**src/rtl/ddr2_rd_capture.sv**
```systemverilog
// DDR2 PHY read-data capture: tracks issued reads through a programmable
// round-trip latency, emits one {fall,rise} word per beat with a valid
// strobe, and calibrates that latency against a known training pattern.
module ddr2_rd_capture #(
    parameter int                      DQ_WIDTH    = 8,
    parameter int                      BURST_LEN   = 4,
    parameter int                      MAX_LAT     = 15,
    parameter int                      LAT_W       = 4,
    parameter int                      DEF_LAT     = 6,
    parameter logic [2*DQ_WIDTH-1:0]   CAL_PATTERN = 16'hA55A
) (
    input  logic                  clk,
    input  logic                  rst_n,
    input  logic [DQ_WIDTH-1:0]   dq_rise,
    input  logic [DQ_WIDTH-1:0]   dq_fall,
    input  logic                  rd_cmd,
    input  logic                  cal_start,
    output logic [2*DQ_WIDTH-1:0] rd_data,
    output logic                  rd_valid,
    output logic [LAT_W-1:0]      rd_lat,
    output logic                  cal_done,
    output logic                  cal_err,
    output logic                  rd_overrun
);

    localparam int BEATS = BURST_LEN / 2;
    localparam int CNT_W = $clog2(BEATS) + 1;

    localparam logic [2:0] ST_IDLE   = 3'd0;
    localparam logic [2:0] ST_ARMED  = 3'd1;
    localparam logic [2:0] ST_SEARCH = 3'd2;
    localparam logic [2:0] ST_DONE   = 3'd3;
    localparam logic [2:0] ST_FAIL   = 3'd4;

    logic [2:0]            state_q, state_d;
    logic [LAT_W-1:0]      k_q, k_d;
    logic [LAT_W-1:0]      lat_q, lat_d;
    logic                  done_q, done_d;
    logic                  err_q, err_d;
    logic [MAX_LAT:1]      dl_q, dl_d;
    logic [CNT_W-1:0]      cnt_q, cnt_d;
    logic [2*DQ_WIDTH-1:0] data_q, data_d;
    logic                  ovr_q, ovr_d;

    logic [2*DQ_WIDTH-1:0] word;
    logic                  busy_q, busy_d, flush;
    logic                  marker;

    assign word   = {dq_fall, dq_rise};
    assign busy_q = (state_q == ST_ARMED) || (state_q == ST_SEARCH);
    assign busy_d = (state_d == ST_ARMED) || (state_d == ST_SEARCH);
    // Flushing on either side of the transition keeps a rd_cmd that coincides
    // with cal_start, or with the final SEARCH cycle, out of the delay line.
    assign flush  = busy_q || busy_d;

    // Calibration FSM: cal_start from any state (re)arms and clears the flags.
    always_comb begin
        state_d = state_q;
        k_d     = k_q;
        lat_d   = lat_q;
        done_d  = done_q;
        err_d   = err_q;
        if (cal_start) begin
            state_d = ST_ARMED;
            done_d  = 1'b0;
            err_d   = 1'b0;
        end else begin
            case (state_q)
                ST_IDLE: ;
                ST_ARMED: begin
                    if (rd_cmd) begin
                        state_d = ST_SEARCH;
                        k_d     = LAT_W'(1);
                    end
                end
                ST_SEARCH: begin
                    if (word == CAL_PATTERN) begin
                        state_d = ST_DONE;
                        lat_d   = k_q;
                        done_d  = 1'b1;
                    end else if (k_q == LAT_W'(MAX_LAT)) begin
                        state_d = ST_FAIL;
                        err_d   = 1'b1;
                    end else begin
                        k_d = k_q + LAT_W'(1);
                    end
                end
                ST_DONE: ;
                ST_FAIL: ;
                default: state_d = ST_IDLE;
            endcase
        end
    end

    // Marker: the delay-line tap selected by the current latency.
    always_comb begin
        marker = 1'b0;
        for (int unsigned t = 1; t <= MAX_LAT; t++) begin
            if (32'(lat_q) == t) marker = dl_q[t];
        end
    end

    // Delay line, burst window counter, data capture and overrun detection.
    // cnt_q holds the beats left including the one on rd_data, so rd_valid is
    // simply cnt_q != 0 and a value of 1 marks the last beat of a window.
    always_comb begin
        dl_d   = {dl_q[MAX_LAT-1:1], rd_cmd};
        cnt_d  = cnt_q;
        data_d = data_q;
        ovr_d  = ovr_q;
        if (flush) begin
            dl_d  = '0;
            cnt_d = '0;
        end else if (marker) begin
            cnt_d  = CNT_W'(BEATS);
            data_d = word;
            if (cnt_q > CNT_W'(1)) ovr_d = 1'b1;
        end else if (cnt_q != '0) begin
            cnt_d = cnt_q - CNT_W'(1);
            if (cnt_q > CNT_W'(1)) data_d = word;
        end
    end

    // State registers.
    always_ff @(posedge clk or negedge rst_n) begin
        if (!rst_n) begin
            state_q <= ST_IDLE;
            k_q     <= '0;
            lat_q   <= LAT_W'(DEF_LAT);
            done_q  <= 1'b0;
            err_q   <= 1'b0;
            dl_q    <= '0;
            cnt_q   <= '0;
            data_q  <= '0;
            ovr_q   <= 1'b0;
        end else begin
            state_q <= state_d;
            k_q     <= k_d;
            lat_q   <= lat_d;
            done_q  <= done_d;
            err_q   <= err_d;
            dl_q    <= dl_d;
            cnt_q   <= cnt_d;
            data_q  <= data_d;
            ovr_q   <= ovr_d;
        end
    end

    assign rd_data    = data_q;
    assign rd_valid   = (cnt_q != '0);
    assign rd_lat     = lat_q;
    assign cal_done   = done_q;
    assign cal_err    = err_q;
    assign rd_overrun = ovr_q;

endmodule

```
**config.mk**
```make
export PLATFORM = sky130hd
export DESIGN_NAME = ddr2_rd_capture
export DESIGN_NICKNAME = d
export VERILOG_FILES = /design/src/rtl/ddr2_rd_capture.sv
export SDC_FILE = /design/constraint.sdc
export NUM_CORES = 1
export LEC_CHECK = 0
export CAP_MARGIN = 10
export CORE_ASPECT_RATIO = 0.7
export CORE_MARGIN = 2
export CORE_UTILIZATION = 50
export DETAILED_ROUTE_END_ITERATION = 8
export GPL_TIMING_DRIVEN = 0
export PLACE_DENSITY = 0.86
export SLEW_MARGIN = 20
export SYNTH_ARGS = -nofsm -noshare
export SYNTH_HDL_FRONTEND = slang
export SYNTH_SLANG_ARGS = --single-unit
export TNS_END_PERCENT = 100
```
**constraint.sdc**
```tcl
create_clock -name clk -period 7.4 [get_ports clk]
set_input_delay 2.22 -clock clk [delete_from_list [all_inputs] [get_ports clk]]
set_output_delay 2.22 -clock clk [all_outputs]
set_load 0.005 [all_outputs]
```
# Word-level counts from Yosys, hierarchy flattened
# Cells that the tools add are included.
[classes] add_sub_neg=2 n_reduce_logical=19 n_eq_ne=27 bitwise_logic=2 magnitude_cmp=1 mux=38
[ops] cell="$mux W16" count=3
[ops] cell="$eq A4 B4 Y1 const B" count=9
[ops] cell="$mux W1" count=22
[ops] cell="$eq A16 B16 Y1 const B" count=1
[ops] cell="$eq A4 B3 Y1 const B" count=4
[ops] cell="$mux W15" count=1
[ops] cell="$reduce_bool A2 Y1" count=7
[ops] cell="$mux W3" count=4
[ops] cell="$mux W4" count=3
[ops] cell="$reduce_and A3 Y1" count=4
[ops] cell="$eq A3 B2 Y1 const B" count=3
[ops] cell="$pmux W3 S3" count=1
[ops] cell="$eq A4 B2 Y1 const B" count=2
[ops] cell="$ne A2 B2 Y1 const B" count=4
[ops] cell="$pmux W4 S2" count=1
[ops] cell="$eq A3 B1 Y1 const B" count=2
[ops] cell="$mux W2" count=3
[ops] cell="$reduce_and A5 Y1" count=1
[ops] cell="$add A4 B1 Y4 const B" count=1
[ops] cell="$eq A4 B1 Y1 const B" count=1
[ops] cell="$eq A3 B3 Y1 const B" count=1
[ops] cell="$logic_not A3 Y1" count=1
[ops] cell="$logic_or A1 B1 Y1" count=3
[ops] cell="$reduce_bool A3 Y1" count=1
[ops] cell="5 further kinds" count=6
[word_totals] in_bits=20 out_inout_bits=24 word_cells=98 register_bits=47

# Depth between registers and ports, before layout
# Gate-level depths: netlist (run 1).
[logic_depth] word_depth=18 depth_mapped=7 mapped_depth_nobuf=6

# Least setup slack after synthesis (run 1)
# OpenSTA, ideal clock, no wires.
[synth_path] path_type="input port to flip-flop" start="in dq_fall[4]" end="reg lat_q[0] (netlist: rd_lat[0])" path_buffers=0 setup_ns=0.125 arrival_ns=3.527 slack_ns=3.748 path_stages=5 t_required_ns=7.275 path_cell_list="nor4bb_1 nand4_1 or2_2 nor2_1 mux2_2"
[synth_between] elab_chain_cells=2
[synth_rtl] item="start: declaration" line="15" rtl="input logic [DQ_WIDTH-1:0] dq_fall,"
[synth_rtl] item="$eq A16 B16 Y1" line="77" rtl="if (word == CAL_PATTERN) begin"
[synth_rtl] item="$reduce_and A3 Y1 (no source line)"
[synth_rtl] item="end signal: assignment" line="129" rtl="lat_q <= LAT_W'(DEF_LAT);"
[synth_rtl] item="end signal: assignment" line="139" rtl="lat_q <= lat_d;"
[synth_rtl] item="end: declaration" line="37" rtl="logic [LAT_W-1:0] lat_q, lat_d;"
# No other way between the ends.
# A chain may end at the register's enable or synchronous reset.

# Final worst setup path (run 1)
[layout_path] start="in dq_rise[6]" end="reg lat_q[0] (netlist: rd_lat[0])"
[layout_between] elab_chain_cells=2
[layout_rtl] item="start: declaration" line="14" rtl="input logic [DQ_WIDTH-1:0] dq_rise,"
[layout_rtl] item="$eq A16 B16 Y1" line="77"
[layout_rtl] item="$reduce_and A3 Y1 (no source line)"
# No other way between the ends.

==> results.yml, run 1 <==
cells_and_area:
  fin_nets: 246
  final_cell_area_um2: 2740
  syn_to_final_growth_pct: 27.7
  drive_above_1_share_pct: 17.9
  n_antenna_cell: 0
  fillers: 298
yosys:
  synth_xor_area_share_pct: 0.817
  yosysWarnings: 0
  synth_compound_area_share_pct: 8.40
  ys_top_cells_by_count: "45 x dfrtp_1, 14 x and2_1, 11 x inv_1"
  yosysSeqAreaShare_pct: 55.0
  synth-simple-area-share_pct: 14.6
  ys_top_cells_by_area: "dfrtp_1 53%, mux2_4 7.0%, mux2_2 5.3%"
  ys_types: 37
  syn-num-nets: 196
  synth_top_cell_by_area: "dfrtp_1"
  async_flop_share_pct: 100
  synth-edff-count: 0
  synth_top_family_by_area: "multiplexers"
  synth_fa_ha_area_share_pct: 1.75
  yosys.area.top_type_share_pct: 52.5
  muxShareOfSynthArea_pct: 15.2
  synthCells: 173
  syn_avg_cell_area_um2: 12.4
  synthMostInstantiatedCell: "dfrtp_1"
  synth-seq-cells: 47
  ys.flop_type: "dfrtp_1"
  syn-cell-area_um2: 2140
worst_hold_path:
  hold_depth: 1
  worstHoldStart: "dl_q[7]$_DFF_PN0_"
  holdPathEnd: "dl_q[8]$_DFF_PN0_"
  hold_path_class: "flip-flop to flip-flop"
drt:
  via_per_inst: 5.57
  firstDrtPassIters: 4
  routedWlPerCell_um: 17.2
  antenna_left: 0
  drt-total-wl_um: 4750
  num_vias: 1538
  drc: 0
  drtIter0Drc: 66
critical_path:
  rrSetupSlack_ns: 4.86
  reg2reg_from: "rd_lat[0]$_DFFE_PN0P_"
  rr_worst_depth: 7
  worst-path-stages: 6
  critPathKind: "primary input to flip-flop"
  path_cells: "clkdlybuf4s50_1 -> nor4bb_1 -> nand4_1 -> or2_2 -> nor2_1 -> mux2_2"
  cp-start-kind: "primary input"
  crit_required_ns: 7.59
  worstPathBufferInverterCount: 1
  worstSetupEndpointType: "flip-flop"
  critPathSlowestCell: "clkdlybuf4s50_1"
  crit_fanout: 4
  r2r_end: "rd_data[6]$_DFFE_PN0P_"
  path_delay_family: "simple AND/OR/NAND/NOR gates"
  cpPeakStageDelay_ns: 0.49
  worstPathArrival_ns: 4.55
sta:
  rsz0062_at_grt: "false"
  skew_ns: 0.00956
  max-slew-margin-rel_pct: 62.2
  drv_slew: 0
  worst_pin_slew_ns: 0.567
  clock.fmax_ghz: 0.229
  post-route-period-util_pct: 58.9
  hold_viol_final: 0
  fin_crit_ns: 4.36
  setup_viol_count_final: 0
  layout_setup_ws_ns: 3.04
  setup_tns_ns: 0
clocking:
  cts_tree: "done"
  path_clk_slew_ns: 0.08
  root_buffer: "clkbuf_8"
  cts_max_level: 2
  post-cts-setup-buffers: 0
  cts_resized: 0
  cts_buffers: 5
  cts_hold_buf: 0
  insertion_delay_ns: 0.31
  cts_buffer_depth: 2
  clock_sinks: 47
grt:
  grt_pass1_wl_um: 7870
  grt_max_degree: 34
  grt_overflow: 0
  grt_usage_pct: 22.4
  antenna_found_initial: 0
  grt_pass1_vias: 1594
job:
  cap_violations: 0
power:
  ir_drop_v: 0.000135
  leakage_nw: 1.25
  power_density_nw_per_um2: 167
  clkPwrFrac_pct: 34.5
  power.internal_mw: 0.345
  power.net_switching_mw: 0.114
  seqPwrFrac_pct: 57.8
  sw_frac_of_total_pct: 24.8
  comb_power_share_pct: 7.8
die:
  die_h_um: 58.8
  rows: 19
  core_um2: 4020
  die_area_um2: 4840
  start_util_pct: 53.4
  die_w_um: 82.3
  io_pins: 44
placed_design:
  io_buffer_count: 42
  place_ws_ns: 2.75
  routabilityCongestion: 0.881
  placed_cell_area_um2: 2650
  place_hpwl_um: 3460
status:
  status: "complete, no violations"
## cell type report
type	count	area [um2]	area share (%)
inverter	11	41.3	1.51
multi-input combinational	110	875	31.9
clock inverter	3	25.0	0.914
clock buffer	5	68.8	2.51
buffer	5	50.0	1.83
sequential	47	1180	43.0
tap	52	65.1	2.38
timing repair buffer	43	435	15.9
## stage by stage
step	utilization (%)	total power, mW	hold slack (ns)	instances
floorplan	-	0.283	0.446	173
global placement	65.5	0.302	0.455	267
detailed placement	65.8	0.305	0.466	268
CTS	68.2	0.462	0.486	276
global route	68.2	0.478	0.500	276
finish	68.2	0.459	0.482	276
## worst max-delay path by stage
stage                     startpoint                    end  slack, ns
after floorplan           dq_fall[4]  rd_lat[0]$_DFFE_PN0P_       3.75
after global placement         rst_n     k_q[1]$_DFFE_PN0P_       2.88
after detailed placement  dq_rise[6]  rd_lat[0]$_DFFE_PN0P_       2.75
after CTS                 dq_rise[6]  rd_lat[0]$_DFFE_PN0P_       3.06
after global routing      dq_rise[6]  rd_lat[0]$_DFFE_PN0P_       2.92
final                     dq_rise[6]  rd_lat[0]$_DFFE_PN0P_       3.04
## per-layer routing
metal	part of all wire, %	vias up	global-route usage, %	wire, um
met5	0	-	0	0
met4	1.9	0	8.33	91
li1	-	707	-	-
met2	51	50	37.1	2430
met1	42	770	28.9	1980
met3	5.2	11	5.06	246
## power by group through the flow
| stage | logic, mW | clock network (mW) | registers [mW] |
|---|---|---|---|
| final | 0.0357 | 0.158 | 0.265 |
| after global routing | 0.0394 | 0.173 | 0.266 |
| after CTS | 0.0359 | 0.161 | 0.265 |
| after detailed placement | 0.0350 | 0 | 0.270 |
| after global placement | 0.0326 | 0 | 0.270 |
| after floorplan | 0.0142 | 0 | 0.269 |
## kinds of logic after synthesis
family          Yosys count
compound gates           27
xor+xnor                  2
fa+ha+maj                 3
buf+inv                  16
flops                    47
mux                      25
simple gates             53
## registers in the layout, indices dropped and copies added, names as in the netlist
register and flops:
cnt_q 2, dl_q 15, cal_err 1, rd_lat 4, cal_done 1, rd_overrun 1
state_q 3, rd_data 16, k_q 4
## placed cells by master, fill, tap and decap left out, drive strengths merged, types with 2 or more instances in the layout
cell type	count
xnor2	2
clkinv	2
nand2	5
a21oi	9
nor2	10
mux2i	4
and2	14
ha	3
o31ai	2
or3	6
o21bai	2
or2	2
and4	2
a31oi	4
clkbuf	7
dfrtp	45
buf	5
o21ai	6
mux2	20
nand3	4
clkdlybuf4s50	41
dfstp	2
nor4bb	4
inv	11
No activity file was read; power rests on OpenSTA's default activity.
==> run 2: changes to the inputs <==
--- a/config.mk
+++ b/config.mk
@@ -8,10 +8,10 @@
 export CAP_MARGIN = 10
 export CORE_ASPECT_RATIO = 0.7
 export CORE_MARGIN = 2
-export CORE_UTILIZATION = 50
+export CORE_UTILIZATION = 46
 export DETAILED_ROUTE_END_ITERATION = 8
 export GPL_TIMING_DRIVEN = 0
-export PLACE_DENSITY = 0.86
+export PLACE_DENSITY = 0.84
 export SLEW_MARGIN = 20
 export SYNTH_ARGS = -nofsm -noshare
 export SYNTH_HDL_FRONTEND = slang
==> constraint.sdc (replaced) <==
create_clock -name clk -period 3.6 [get_ports clk]
set_input_delay 1.08 -clock clk [delete_from_list [all_inputs] [get_ports clk]]
set_output_delay 1.08 -clock clk [all_outputs]
set_load 0.005 [all_outputs]
==> run 2 against run 1 <==
Against the previous run:
- combinational power up 100%
- core utilization shrank 5.4 points
- die area rose by 8.2%
- first-iteration DRC count up 20%
- cell count up 1.1%
- clock skew up 0.00080 ns
- worst setup slack got worse by 2.7 ns
- total power is 120% higher
- global-route usage fell by 4.1 points
- design area is 1.0% higher
- critical endpoint unchanged
- largest cell class unchanged
==> results.yml, run 2 (synthesis results as in run 1) <==
cells_and_area:
  layout_commonest_cell: "dfrtp_1"
  final_cell_mix: "45 x dfrtp_1, 41 x clkdlybuf4s50_1, 14 x and2_1, 11 x inv_1"
  largest_reg_flops: 16
  drive_above_1_share_pct: 17.9
  fin_nets: 246
  syn_to_final_growth_pct: 29.0
  n_antenna_cell: 0
clocking:
  cts_buffer_depth: 2
  cts_max_level: 2
  cts_tree: "done"
  cts_resized: 0
  root_buffer: "clkbuf_8"
  post-cts-setup-buffers: 0
  insertion_delay_ns: 0.30
  clock_sinks: 47
  path_clk_slew_ns: 0.08
  cts_buffers: 5
  cts_hold_buf: 0
power:
  leakage_nw: 1.27
  ir_drop_v: 0.000319
  power_density_nw_per_um2: 367
sta:
  skew_ns: 0.0104
  post-route-period-util_pct: 90.6
  setup_viol_count_final: 0
  max-slew-margin-rel_pct: 64.5
  setup_tns_ns: 0
  layout_setup_ws_ns: 0.339
  drv_slew: 0
  rsz0062_at_grt: "false"
  worst_pin_slew_ns: 0.526
  clock.fmax_ghz: 0.307
  hold_viol_final: 0
  fin_crit_ns: 3.26
critical_path:
  crit_required_ns: 3.78
  cp-start-kind: "primary input"
  path_cells: "clkdlybuf4s50_1 -> nor4bb_1 -> nand4_1 -> or2_2 -> nor2_1 -> mux2_2"
  critPathSlowestCell: "nor4bb_1"
  worstPathArrival_ns: 3.44
  rrSetupSlack_ns: 1.06
  cpPeakStageDelay_ns: 0.51
  worstSetupEndpointType: "flip-flop"
  crit_fanout: 4
  worstPathBufferInverterCount: 1
  critPathKind: "primary input to flip-flop"
  path_delay_family: "simple AND/OR/NAND/NOR gates"
grt:
  grt_overflow: 0
  grt_pass1_wl_um: 7200
  grt_max_degree: 32
  antenna_found_initial: 0
  grt_usage_pct: 18.2
  grt_pass1_vias: 1453
job:
  cap_violations: 0
worst_hold_path:
  hold_path_class: "flip-flop to flip-flop"
drt:
  via_per_inst: 5.29
  firstDrtPassIters: 4
  routedWlPerCell_um: 16.1
  num_vias: 1475
  antenna_left: 0
  drt-total-wl_um: 4500
  drtIter0Drc: 79
  drc: 0
placed_design:
  io_buffer_count: 42
  place_hpwl_um: 3400
  place_ws_ns: 0.0744
  routabilityCongestion: 0.834
die:
  io_pins: 44
  start_util_pct: 48.7
  die_w_um: 85.6
  rows: 20
  die_area_um2: 5230
  core_um2: 4400
  die_h_um: 61.1
status:
  status: "complete, no violations"
[run 2: cell count changes in the layout (fill, tap and decap cells not counted)]
cell        delta
clkinv_4       -2
bufinv_16      +1
clkbuf_8       +1
clkinv_2       +1
clkinvlp_4     -1
[run 2: cell type report]
class                   instances  area [um2]
well taps                      55        68.8
multi-input cells             110         875
clock inverters                 2        35.0
inverters                      11        41.3
repair buffers                 43         435
plain buffers                   5        50.0
clock buffers                   6        82.6
fillers                       356        1640
flip-flops and latches         47        1180
[run 2: where the power goes]
part           internal, mW  switching, mW  total (mW)
clock                 0.225          0.171       0.396
combinational        0.0341         0.0390      0.0731
sequential            0.536        0.00967       0.545
total                 0.794          0.220        1.01
[run 2: routing by layer]
| metal | GRT usage (%) | up-vias | wire [um] |
|---|---|---|---|
| li1 | - | 708 | - |
| met1 | 26.3 | 727 | 2130 |
| met2 | 28.0 | 32 | 2170 |
| met3 | 3.62 | 8 | 124 |
| met4 | 6.58 | 0 | 75 |
| met5 | 0 | - | 0 |
[run 2: stage by stage]
| step | instance area [um2] | cells | utilization, % | power, mW | hold WS, ns |
|---|---|---|---|---|---|
| 5_1_grt | 2770 | 279 | 62.8 | 1.05 | 0.495 |
| 3_3_place_gp | 2630 | 270 | 59.8 | 0.622 | 0.457 |
| 4_1_cts | 2770 | 279 | 62.8 | 1.03 | 0.485 |
| 6_report | 2770 | 279 | 62.8 | 1.01 | 0.481 |
| 2_1_floorplan | 2140 | 173 | - | 0.582 | 0.446 |
| 3_5_place_dp | 2650 | 271 | 60.1 | 0.628 | 0.464 |
[run 2: final timing paths]
| kind | cells past startpoint | from | endpoint |
|---|---|---|---|
| min reg2reg | 1 | dl_q[7]$_DFF_PN0_ | dl_q[8]$_DFF_PN0_ |
| min in group asynchronous | 1 | rst_n | rd_data[1]$_DFFE_PN0P_ |
| min | 1 | dl_q[7]$_DFF_PN0_ | dl_q[8]$_DFF_PN0_ |
| max reg2reg | 7 | rd_lat[0]$_DFFE_PN0P_ | rd_data[13]$_DFFE_PN0P_ |
| max in group asynchronous | 2 | rst_n | rd_lat[1]$_DFFE_PN1P_ |
| max | 6 | dq_rise[6] | rd_lat[0]$_DFFE_PN0P_ |
==> run 3: changes to the inputs <==
--- a/config.mk
+++ b/config.mk
@@ -11,6 +11,7 @@
 export CORE_UTILIZATION = 46
 export DETAILED_ROUTE_END_ITERATION = 8
 export GPL_TIMING_DRIVEN = 0
+export MAX_ROUTING_LAYER = met4
 export PLACE_DENSITY = 0.84
 export SLEW_MARGIN = 20
 export SYNTH_ARGS = -nofsm -noshare
==> run 3 against run 2 <==
Against the previous run:
- sequential share of layout area is the same
- clock skew shrank 0.00078 ns
- combinational power is essentially flat
==> results.yml, run 3 (synthesis results as in run 1) <==
power:
  power.internal_mw: 0.794
  power_density_nw_per_um2: 367
  power.net_switching_mw: 0.221
  sw_frac_of_total_pct: 21.7
  leakage_nw: 1.27
  clkPwrFrac_pct: 39.1
  seqPwrFrac_pct: 53.7
  ir_drop_v: 0.000318
  comb_power_share_pct: 7.2
placed_design:
  place_hpwl_um: 3400
  io_buffer_count: 42
  routabilityCongestion: 0.847
critical_path:
  crit_required_ns: 3.79
  worstSetupEndpointType: "flip-flop"
  startpoint: "dq_rise[6]"
  worstPathArrival_ns: 3.44
  cp-start-kind: "primary input"
  reg2reg_from: "rd_lat[0]$_DFFE_PN0P_"
  rrSetupSlack_ns: 1.07
  critPathKind: "primary input to flip-flop"
  crit_fanout: 4
cells_and_area:
  final_cell_mix: "45 x dfrtp_1, 41 x clkdlybuf4s50_1, 14 x and2_1, 11 x inv_1"
  drive_above_1_share_pct: 17.9
  syn_to_final_growth_pct: 29.0
  fin_nets: 246
  n_antenna_cell: 0
  layout_commonest_cell: "dfrtp_1"
  largest_reg_flops: 16
drt:
  routedWlPerCell_um: 16.1
  drtIter0Drc: 78
  drc: 0
  firstDrtPassIters: 5
  drt-total-wl_um: 4480
  via_per_inst: 5.25
  antenna_left: 0
  num_vias: 1465
die:
  die_h_um: 61.1
  core_um2: 4400
  start_util_pct: 48.7
  io_pins: 44
  die_area_um2: 5230
  die_w_um: 85.6
  rows: 20
clocking:
  cts_max_level: 2
  insertion_delay_ns: 0.30
  path_clk_slew_ns: 0.08
  cts_hold_buf: 0
  root_buffer: "clkbuf_8"
  cts_buffers: 5
  clock_sinks: 47
  cts_resized: 0
  cts_tree: "done"
  post-cts-setup-buffers: 0
  cts_buffer_depth: 2
job:
  cap_violations: 0
grt:
  grt_max_degree: 32
  antenna_found_initial: 0
  grt_overflow: 0
  grt_pass1_wl_um: 7220
  grt_pass1_vias: 1452
  grt_usage_pct: 18.9
sta:
  max-slew-margin-rel_pct: 64.4
  clock.fmax_ghz: 0.307
  holdWs_ns: 0.483
  worst_pin_slew_ns: 0.527
  rsz0062_at_grt: "false"
  hold_viol_final: 0
  post-route-period-util_pct: 90.5
  fin_crit_ns: 3.26
  setup_viol_count_final: 0
  skew_ns: 0.00957
  drv_slew: 0
  setup_tns_ns: 0
status:
  status: "complete, no violations"
worst_hold_path:
  hold_path_class: "flip-flop to flip-flop"
  worstHoldStart: "dl_q[8]$_DFF_PN0_"
run 3: metrics by stage:
step           worst slack (ns)  total power, mW  cell area (um2)  instances  utilization (%)
4_1_cts                   0.394             1.03             2770        279             62.8
2_1_floorplan              1.09            0.582             2140        173                -
3_5_place_dp             0.0744            0.628             2650        271             60.1
5_1_grt                   0.276             1.05             2770        279             62.8
3_3_place_gp              0.187            0.622             2630        270             59.8
6_report                  0.344             1.01             2770        279             62.8
run 3: cell type report:
class / count / area, um2
clock buffers: 6 / 82.6
clock inverters: 2 / 35.0
multi-input cells: 110 / 875
fillers: 356 / 1640
inverters: 11 / 41.3
plain buffers: 5 / 50.0
flip-flops and latches: 47 / 1180
well taps: 55 / 68.8
repair buffers: 43 / 435
run 3: final timing paths:
path,cells past startpoint,endpoint
worst max-delay path,6,rd_lat[0]$_DFFE_PN0P_
worst min-delay path,1,dl_q[9]$_DFF_PN0_
worst min register to register,1,dl_q[9]$_DFF_PN0_
worst max register to register,7,rd_data[13]$_DFFE_PN0P_
max in group asynchronous,2,rd_lat[1]$_DFFE_PN1P_
min in group asynchronous,1,rd_data[6]$_DFFE_PN0P_
run 3: layer usage:
metal,global-route usage [%],up-vias,share of wire [%]
met5,-,-,0
met4,6.58,0,1.3
met3,3.62,7,3.1
met2,27.9,31,48
met1,26.5,720,47
li1,-,707,-
run 3: power by group through the flow:
stage | logic [mW] | registers, mW | clock network (mW)
2_1_floorplan | 0.0293 | 0.553 | 0
3_3_place_gp | 0.0672 | 0.555 | 0
3_5_place_dp | 0.0729 | 0.556 | 0
4_1_cts | 0.0741 | 0.545 | 0.406
5_1_grt | 0.0816 | 0.547 | 0.424
6_report | 0.0731 | 0.545 | 0.397
run 3: worst max-delay path, stage by stage:
cell	delay [ns]
clkdlybuf4s50_1	0.48
nor4bb_1	0.51
nand4_1	0.29
or2_2	0.38
nor2_1	0.32
mux2_2	0.38
